File: config.mk
export PLATFORM = sky130hd
export DESIGN_NAME = zbus_intctl
export DESIGN_NICKNAME = d
export VERILOG_FILES = /design/src/rtl/zbus_intctl_pkg.sv /design/src/rtl/zbus_irq_chan.sv /design/src/rtl/zbus_intctl.sv
export SDC_FILE = /design/constraint.sdc
export NUM_CORES = 1
export LEC_CHECK = 0
export BUFFER_PORTS_ARGS = -buffer_cell sky130_fd_sc_hd__buf_2
export CAP_MARGIN = 15
export CORE_UTILIZATION = 46
export CTS_CLUSTER_DIAMETER = 100
export DETAILED_ROUTE_END_ITERATION = 12
export GPL_TIMING_DRIVEN = 0
export PLACE_DENSITY = 0.75
export RECOVER_POWER = 25
export SYNTH_ARGS = -nofsm -noshare
export SYNTH_HDL_FRONTEND = slang
export SYNTH_SLANG_ARGS = --single-unit
File: constraint.sdc
create_clock -name clk -period 1 [get_ports clk]
set_input_delay 0.1 -clock clk [delete_from_list [all_inputs] [get_ports clk]]
set_output_delay 0.1 -clock clk [all_outputs]
set_load 0.01 [all_outputs]
File: src/rtl/zbus_intctl_pkg.sv
// Shared register map and field positions for the ZX-bus interrupt/reset controller.
package zbus_intctl_pkg;

    localparam logic [2:0] REG_STATUS = 3'd0;
    localparam logic [2:0] REG_ENABLE = 3'd1;
    localparam logic [2:0] REG_MODE   = 3'd2;
    localparam logic [2:0] REG_CTRL   = 3'd3;
    localparam logic [2:0] REG_RESET  = 3'd4;
    localparam logic [2:0] REG_RAW    = 3'd5;

    localparam int CTRL_EINTENA_BIT = 0;
    localparam int CTRL_INTREQ_BIT  = 7;

    localparam int N_CH_MAX = 8;

endpackage

File: src/rtl/zbus_irq_chan.sv
// One interrupt channel: input synchroniser, rising-edge detect, level/edge
// mode select and sticky pending with write-1-to-clear (set beats clear).
module zbus_irq_chan
    import zbus_intctl_pkg::*;
(
    input  logic clk,
    input  logic rst_n,
    input  logic irq,
    input  logic mode,
    input  logic clr,
    output logic pending,
    output logic sync
);

    logic [1:0] sync_r;
    logic       s_d_r;
    logic       pending_r;
    logic       pending_next_s;
    logic       rise_s;

    // Two-flop synchroniser plus one delay stage for edge detection.
    always_ff @(posedge clk or negedge rst_n) begin
        if (!rst_n) begin
            sync_r <= 2'b00;
            s_d_r  <= 1'b0;
        end else begin
            sync_r <= {sync_r[0], irq};
            s_d_r  <= sync_r[1];
        end
    end

    // Level channels track the input; edge channels latch until cleared.
    always_comb begin
        rise_s         = sync_r[1] & ~s_d_r;
        pending_next_s = pending_r;
        if (!mode) begin
            pending_next_s = sync_r[1];
        end else if (rise_s) begin
            pending_next_s = 1'b1;
        end else if (clr) begin
            pending_next_s = 1'b0;
        end else begin
            pending_next_s = pending_r;
        end
    end

    // Pending state register.
    always_ff @(posedge clk or negedge rst_n) begin
        if (!rst_n) begin
            pending_r <= 1'b0;
        end else begin
            pending_r <= pending_next_s;
        end
    end

    assign pending = pending_r;
    assign sync    = sync_r[1];

endmodule

File: src/rtl/zbus_intctl.sv
// Interrupt and reset controller for N_CH ZX-bus peripherals driving Z80 INT.
// Optional feature macro: ZBUS_INT_PULSE_EN (INT_LEN-cycle INT pulse instead of level).
module zbus_intctl
    import zbus_intctl_pkg::*;
#(
    parameter int N_CH    = 2,
    parameter int INT_LEN = 32
) (
    input  logic            clk,
    input  logic            rst_n,
    input  logic [2:0]      reg_addr,
    input  logic            reg_wr,
    input  logic            reg_rd,
    input  logic [7:0]      wr_data,
    output logic [7:0]      rd_data,
    input  logic [N_CH-1:0] irq_in,
    output logic [N_CH-1:0] dev_rst_n,
    output logic            int_req,
    output logic            int_n
);

    logic [N_CH-1:0] enable_r;
    logic [N_CH-1:0] mode_r;
    logic [N_CH-1:0] reset_r;
    logic [N_CH-1:0] pending_s;
    logic [N_CH-1:0] sync_s;
    logic [N_CH-1:0] clr_s;
    logic            eintena_r;
    logic            int_req_r;
    logic            int_n_r;
    logic [7:0]      rd_data_s;
    logic            unused_s;

    // Reads are strobe-free and writes use only the implemented low bits.
    assign unused_s = ^{reg_rd, wr_data, INT_LEN[0]};

    // W1C strobe towards the channels.
    always_comb begin
        clr_s = '0;
        if (reg_wr && (reg_addr == REG_STATUS)) begin
            clr_s = wr_data[N_CH-1:0];
        end else begin
            clr_s = '0;
        end
    end

    // Software-writable register file.
    always_ff @(posedge clk or negedge rst_n) begin
        if (!rst_n) begin
            enable_r  <= '0;
            mode_r    <= '0;
            reset_r   <= '0;
            eintena_r <= 1'b0;
        end else if (reg_wr) begin
            case (reg_addr)
                REG_ENABLE: enable_r  <= wr_data[N_CH-1:0];
                REG_MODE:   mode_r    <= wr_data[N_CH-1:0];
                REG_CTRL:   eintena_r <= wr_data[CTRL_EINTENA_BIT];
                REG_RESET:  reset_r   <= wr_data[N_CH-1:0];
                default:    enable_r  <= enable_r;
            endcase
        end
    end

    for (genvar i = 0; i < N_CH; i++) begin : g_chan
        zbus_irq_chan u_chan (
            .clk     (clk),
            .rst_n   (rst_n),
            .irq     (irq_in[i]),
            .mode    (mode_r[i]),
            .clr     (clr_s[i]),
            .pending (pending_s[i]),
            .sync    (sync_s[i])
        );
    end

    // Registered OR of enabled pending sources.
    always_ff @(posedge clk or negedge rst_n) begin
        if (!rst_n) begin
            int_req_r <= 1'b0;
        end else begin
            int_req_r <= |(pending_s & enable_r);
        end
    end

`ifdef ZBUS_INT_PULSE_EN
    localparam int CW = $clog2(INT_LEN + 1);

    logic [CW-1:0] cnt_r;
    logic [CW-1:0] cnt_next_s;
    logic          trig_s;
    logic          trig_d_r;

    // A new pulse starts only on a fresh rise while idle; eintena cannot cut it short.
    always_comb begin
        trig_s     = int_req_r & eintena_r;
        cnt_next_s = cnt_r;
        if (trig_s && !trig_d_r && (cnt_r == CW'(0))) begin
            cnt_next_s = CW'(INT_LEN);
        end else if (cnt_r != CW'(0)) begin
            cnt_next_s = cnt_r - CW'(1);
        end else begin
            cnt_next_s = cnt_r;
        end
    end

    // Pulse counter and INT output register.
    always_ff @(posedge clk or negedge rst_n) begin
        if (!rst_n) begin
            cnt_r    <= CW'(0);
            trig_d_r <= 1'b0;
            int_n_r  <= 1'b1;
        end else begin
            cnt_r    <= cnt_next_s;
            trig_d_r <= trig_s;
            int_n_r  <= (cnt_next_s == CW'(0));
        end
    end
`else
    // Level INT output register.
    always_ff @(posedge clk or negedge rst_n) begin
        if (!rst_n) begin
            int_n_r <= 1'b1;
        end else begin
            int_n_r <= ~(int_req_r & eintena_r);
        end
    end
`endif

    // Combinational read mux; unimplemented bits and indices read zero.
    always_comb begin
        rd_data_s = 8'h00;
        case (reg_addr)
            REG_STATUS: rd_data_s[N_CH-1:0] = pending_s;
            REG_ENABLE: rd_data_s[N_CH-1:0] = enable_r;
            REG_MODE:   rd_data_s[N_CH-1:0] = mode_r;
            REG_CTRL: begin
                rd_data_s[CTRL_EINTENA_BIT] = eintena_r;
                rd_data_s[CTRL_INTREQ_BIT]  = int_req_r;
            end
            REG_RESET:  rd_data_s[N_CH-1:0] = reset_r;
            REG_RAW:    rd_data_s[N_CH-1:0] = sync_s;
            default:    rd_data_s = 8'h00;
        endcase
    end

    assign rd_data   = rd_data_s;
    assign dev_rst_n = reset_r;
    assign int_req   = int_req_r;
    assign int_n     = int_n_r;

endmodule

# Word-level counts from Yosys, hierarchy flattened
# Index checks and enable logic that the tools add are counted.
[word_totals]
regBits = 17
latchBits = 0
ram_bits = 0
rom_bits = 0
input_bits = 17
memories = 0
[op_classes]
n_addsub = 0
multipliers = 0
n_div = 0
n_lt_le_gt_ge = 0
n_eq_ne = 7
shift = 0
muxes = 10
bitwise = 7
n_reduce_logical = 7
[ops]
columns = ["operator", "n"]
rows = [
  ["$reduce_and 2->1", 4],
  ["$mux 1", 7],
  ["$eq 3x2->1 const B", 2],
  ["$eq 3x3->1 const B", 2],
  ["$ne 3x1->1 const B", 2],
  ["$pmux 1 s6", 1],
  ["$pmux 1 s5", 1],
  ["$and 1x1->1", 3],
  ["$eq 3x1->1 const B", 1],
  ["$logic_not 3->1", 1],
  ["$not 1->1", 3],
  ["$and 2x2->2", 1],
  ["$mux 2", 1],
  ["$reduce_or 2->1", 1],
  ["$logic_and 1x1->1", 1],
]

# Logic depth before layout (Yosys ltp)
[logic_depth]
ltp_word = 6
ltp_mapped = 4
ltp_nobuf = 3

# By module
# A second synthesis with hierarchy kept.
[hier_totals]
cells_unflattened = 60
area_unflattened_um2 = 759.5
[by_module_without_submodules]
columns = ["mod", "n_inst", "cells_each", "area_per_inst_um2", "seq_area_each_um2"]
rows = [
  ["zbus_intctl", 1, 46, 524.3, 226.5],
  ["zbus_irq_chan", 2, 7, 117.6, 100.1],
]

# Worst setup path after synthesis
# No wires, ideal clock.
[synth_timing]
path_type = "input -> register"
from = "input reg_addr[1]"
to = "register reset_r[0] (netlist: dev_rst_n[0])"
arrival_time_ns = 0.888
setup_slack_ns = -0.013
path_stages = 4
path_buffers = 1
cell_sequence = "buf_2 -> nor2_2 -> and3_4 -> mux2_4"
[synth_via]
elab_chain_cells = 2
[synth_rtl]
columns = ["element", "line", "source"]
rows = [
  ["from (decl)", "zbus_intctl.sv:11", "input logic [2:0] reg_addr,"],
  ["$eq 3x3->1", "zbus_intctl.sv:55", "case (reg_addr)"],
  ["$reduce_and 2->1 (no line)", "n/a", ""],
  ["to (signal assigned)", "zbus_intctl.sv:59", "REG_RESET: reset_r <= wr_data[N_CH-1:0];"],
  ["to (decl)", "zbus_intctl.sv:24", "logic [N_CH-1:0] reset_r;"],
]
# No other way between the ends.
# A chain may end at the register's enable or synchronous reset.

# Worst setup path in the final report
[layout_timing]
from = "register reset_r[1] (netlist: dev_rst_n[1])"
to = "output rd_data[1]"
[layout_via]
elab_chain_cells = 1
[layout_rtl]
columns = ["element", "line", "source"]
rows = [
  ["$pmux 1 s5", "zbus_intctl.sv:133", "case (reg_addr)"],
  ["to (decl)", "zbus_intctl.sv:15", "output logic [7:0] rd_data,"],
]
# No other way between the ends.

==> key figures <==
Worst setup path
  – Crit-path max FO: 3
  – Worst path bufs/invs: 1
  – Crit path arrival time: 1.29 ns
  – Crit start category: flop
  – R2R Setup Slk: 0.12 ns
  – FF-to-FF Start: g_chan[1].u_chan.pending
  – Critical Path Slowest Stage Cell: dfrtp_1
  – Crit-path cells: mux2_4, a21oi_2, o21ai_1, buf_2
  – Critical path required time: 0.90 ns
  – Worst path max stage delay: 0.41 ns
  – Reg2Reg Depth: 2
  – Worst Setup Path Type: reg2out
  – Crit end category: output pin
  – CP top delay family: flip-flops
  – FF-to-FF End: g_chan[1].u_chan.pending

Routing
  – Number of vias per cell: 5.56
  – Vias post-DR: 584
  – Residual DRC: 1
  – 1st-pass router iterations: 9
  – 1st-iter DRT viols: 5
  – Post-route ant nets: 0
  – Post-Route WL: 1530 µm
  – WL/cell: 14.6 µm

Layout
  – Layout Area Growth over Synthesis: 31.5%
  – Ant. Diodes: 0
  – Nets: 107
  – FILL cells: 123
  – Post-route design area: 0.00103 mm²
  – Post-layout util: 66.8%
  – Layout cells sized above 1: 44.9%

Yosys
  – #FFs+latches synth: 17
  – Synth cell types: 27
  – Synth Warn #: 0
  – Average cell area after synthesis: 13.1 µm²
  – Synth Cell Area: 783 µm²
  – Post-Synthesis Cells: 60
  – Area share of the largest cell type after synthesis: 51.1%
  – Cell taking the most area after synthesis: dfrtp_1
  – Seq/Total Area, Yosys: 54.5%
  – Largest cells by area after synthesis: dfrtp_1 (51%), mux2_1 (7.2%), buf_4 (5.8%)

Outcome
  – Failing checks: DRC, setup timing
  – Status: finished with violations

Power and ir drop
  – Internal: 0.00125 W
  – Net switching power: 0.000501 W
  – Combinational Power Share: 27.0%
  – Power density over cell area: 1700 mW/mm²
  – Seq pwr share: 51.1%
  – Leak pwr: 0.496 nW
  – VDD IR max: 0.00138 V
  – Clock power share: 21.9%
  – Sw Share: 28.6%

Floorplanning
  – Die Area: 0.00187 mm²
  – Die X: 43.3 µm
  – Row Count: 14
  – Ports: 29
  – Core footprint: 0.00154 mm²
  – Die span in y: 43.3 µm
  – Initial core utilization: 50.8%

GRT
  – Vias in the first global route: 548
  – Grt total ovfl: 0
  – GRT Resource Usage Total: 18.3%
  – Initial antenna violation count: 0
  – First-pass GRT wire length: 2470 µm
  – Largest net degree at the start of global routing: 18

Clock tree
  – H-Tree Depth: 1
  – Clock slew at reported path FFs: 0.10 ns
  – CTS tree: done
  – CTS buffer count: 3
  – Clk_lat worst skew: 0.30 ns
  – CTS root buf: clkbuf_4
  – CTS sink count: 17
  – CTS Buffer Depth: 2

Placement
  – Final HPWL DP: 974 µm
  – GPL Wtd Cong: 0.733
  – Placed Instance Area: 901 µm²
  – I/O Buffers: 14

Hold path
  – Worst hold path cell count: 2
  – Min-delay src: wr_data[1]
  – Hold endpoint: mode_r[1]
  – Worst min path class: in2reg

Timing
  – Final count of hold timing violations: 0
  – Final setup viols: 5
  – Setup ws final: -0.388 ns
  – Period utilization: 139%
  – Clock Skew: 0.00286 ns
  – Max-slew violations: 0
  – Unrepaired setup endpoints after global routing: true
  – FMAX: 0.721 GHz
  – Min cycle time layout: 1.39 ns

Run
  – Max-cap violations: 0
-- synth_stat cells --
| cell type | n |
|---|---|
| a32o_1 | 2 |
| dfrtp_1 | 16 |
| dfstp_2 | 1 |
| nand3_1 | 3 |
| nand2b_1 | 1 |
| and3_4 | 1 |
| a22o_1 | 1 |
| and3b_1 | 1 |
| o21ai_0 | 1 |
| nor2_2 | 1 |
| nor2b_4 | 1 |
| o211ai_1 | 1 |
| nand2_1 | 3 |
| mux2_1 | 5 |
| mux2_4 | 2 |
| and4b_1 | 1 |
| nor4bb_1 | 1 |
| nor2b_2 | 1 |
| mux2_2 | 1 |
| buf_4 | 6 |
| a21oi_1 | 1 |
| buf_2 | 1 |
| o21a_1 | 1 |
| o21ai_1 | 1 |
| mux2i_1 | 3 |
| conb_1 | 1 |
| nand3b_1 | 2 |
-- layer usage --
metal  GRT usage (%)  part of all wire [%]  vias up
li1                -                     -      267
met2            29.9                    49       33
met3            7.66                   8.1        2
met1            22.8                    41      282
met4            3.64                  0.92        0
met5               0                     0        -
-- cell type report --
class / count / area, µm² / share of cell area, %
Buffer: 7 / 53.8 / 5.22
Clock buffer: 3 / 22.5 / 2.19
Clock inverter: 1 / 7.51 / 0.729
Multi-Input combinational cell: 40 / 353 / 34.3
Sequential cell: 17 / 427 / 41.4
Tap cell: 16 / 20.0 / 1.94
Timing Repair Buffer: 21 / 146 / 14.2
-- how the worst max path moves through the flow --
stage	from	to	cells past startpoint
after floorplan	dev_rst_n[1]	rd_data[1]	3
after global placement	g_chan[1].u_chan.pending	rd_data[1]	4
after detailed placement	g_chan[1].u_chan.pending	rd_data[1]	4
after CTS	dev_rst_n[1]	rd_data[1]	4
after global routing	dev_rst_n[1]	rd_data[1]	4
final	dev_rst_n[1]	rd_data[1]	4
-- kinds of logic (layout without fill, tap and decap cells) --
kind of cell	Yosys count	after routing	share of synthesized area, %
multiplexers	11	11	16.3
flip-flops	17	17	54.5
AND/OR/NAND/NOR	16	16	14.9
buffers and inverters	7	32	6.39
other	1	5	0.479
AO/OA/AOI/OAI	8	8	7.51
-- state kept, by name (all words and copies together), names as in the netlist --
name,flops
g_chan.u_chan.s_d_r,2
eintena_r,1
int_req,1
int_n,1
g_chan.u_chan.sync_r,4
mode_r,2
enable_r,2
dev_rst_n,2
g_chan.u_chan.pending,2
-- power by group through the flow --
stage / registers [W] / clock network [W] / logic [W]
finish: 0.000893 / 0.000382 / 0.000472
global route: 0.000906 / 0.000432 / 0.000511
CTS: 0.000886 / 0.000397 / 0.000429
detailed placement: 0.000906 / 0 / 0.000340
global placement: 0.000898 / 0 / 0.000334
floorplan: 0.000902 / 0 / 0.000211
-- cell usage in the layout, fill, tap and decap left out, types with 2 or more instances in the layout --
master,instances
mux2_1,4
mux2_4,4
conb_1,5
nand3b_1,2
o21ai_1,2
dfrtp_1,16
nand2_1,3
buf_4,8
buf_2,12
dlygate4sd3_1,3
a32o_1,2
clkbuf_4,3
mux2i_1,3
nand3_1,3
buf_6,4
-- per-stage QoR --
step	worst slack [ns]	hold WS [ns]	TNS (ns)	total power, W	instances
3_3_place_gp	-0.0904	0.0331	-0.394	0.00123	94
6_report	-0.388	0.0838	-0.907	0.00175	105
3_5_place_dp	-0.0872	0.0377	-0.460	0.00125	94
5_1_grt	-0.447	0.0578	-1.14	0.00185	105
4_1_cts	-0.393	0.0678	-0.881	0.00171	103
2_1_floorplan	0.00243	-0.196	0	0.00111	64
-- repair_timing --
action	4_1_cts	5_1_grt
gates cloned	0	0
endpoints found under the setup margin	4	5
pin swaps	1	1
buffers inserted	2	2
hold endpoints to repair	18	0
gates resized for setup	6	2
hold buffers	3	0
(Power assumes the default switching activity.)
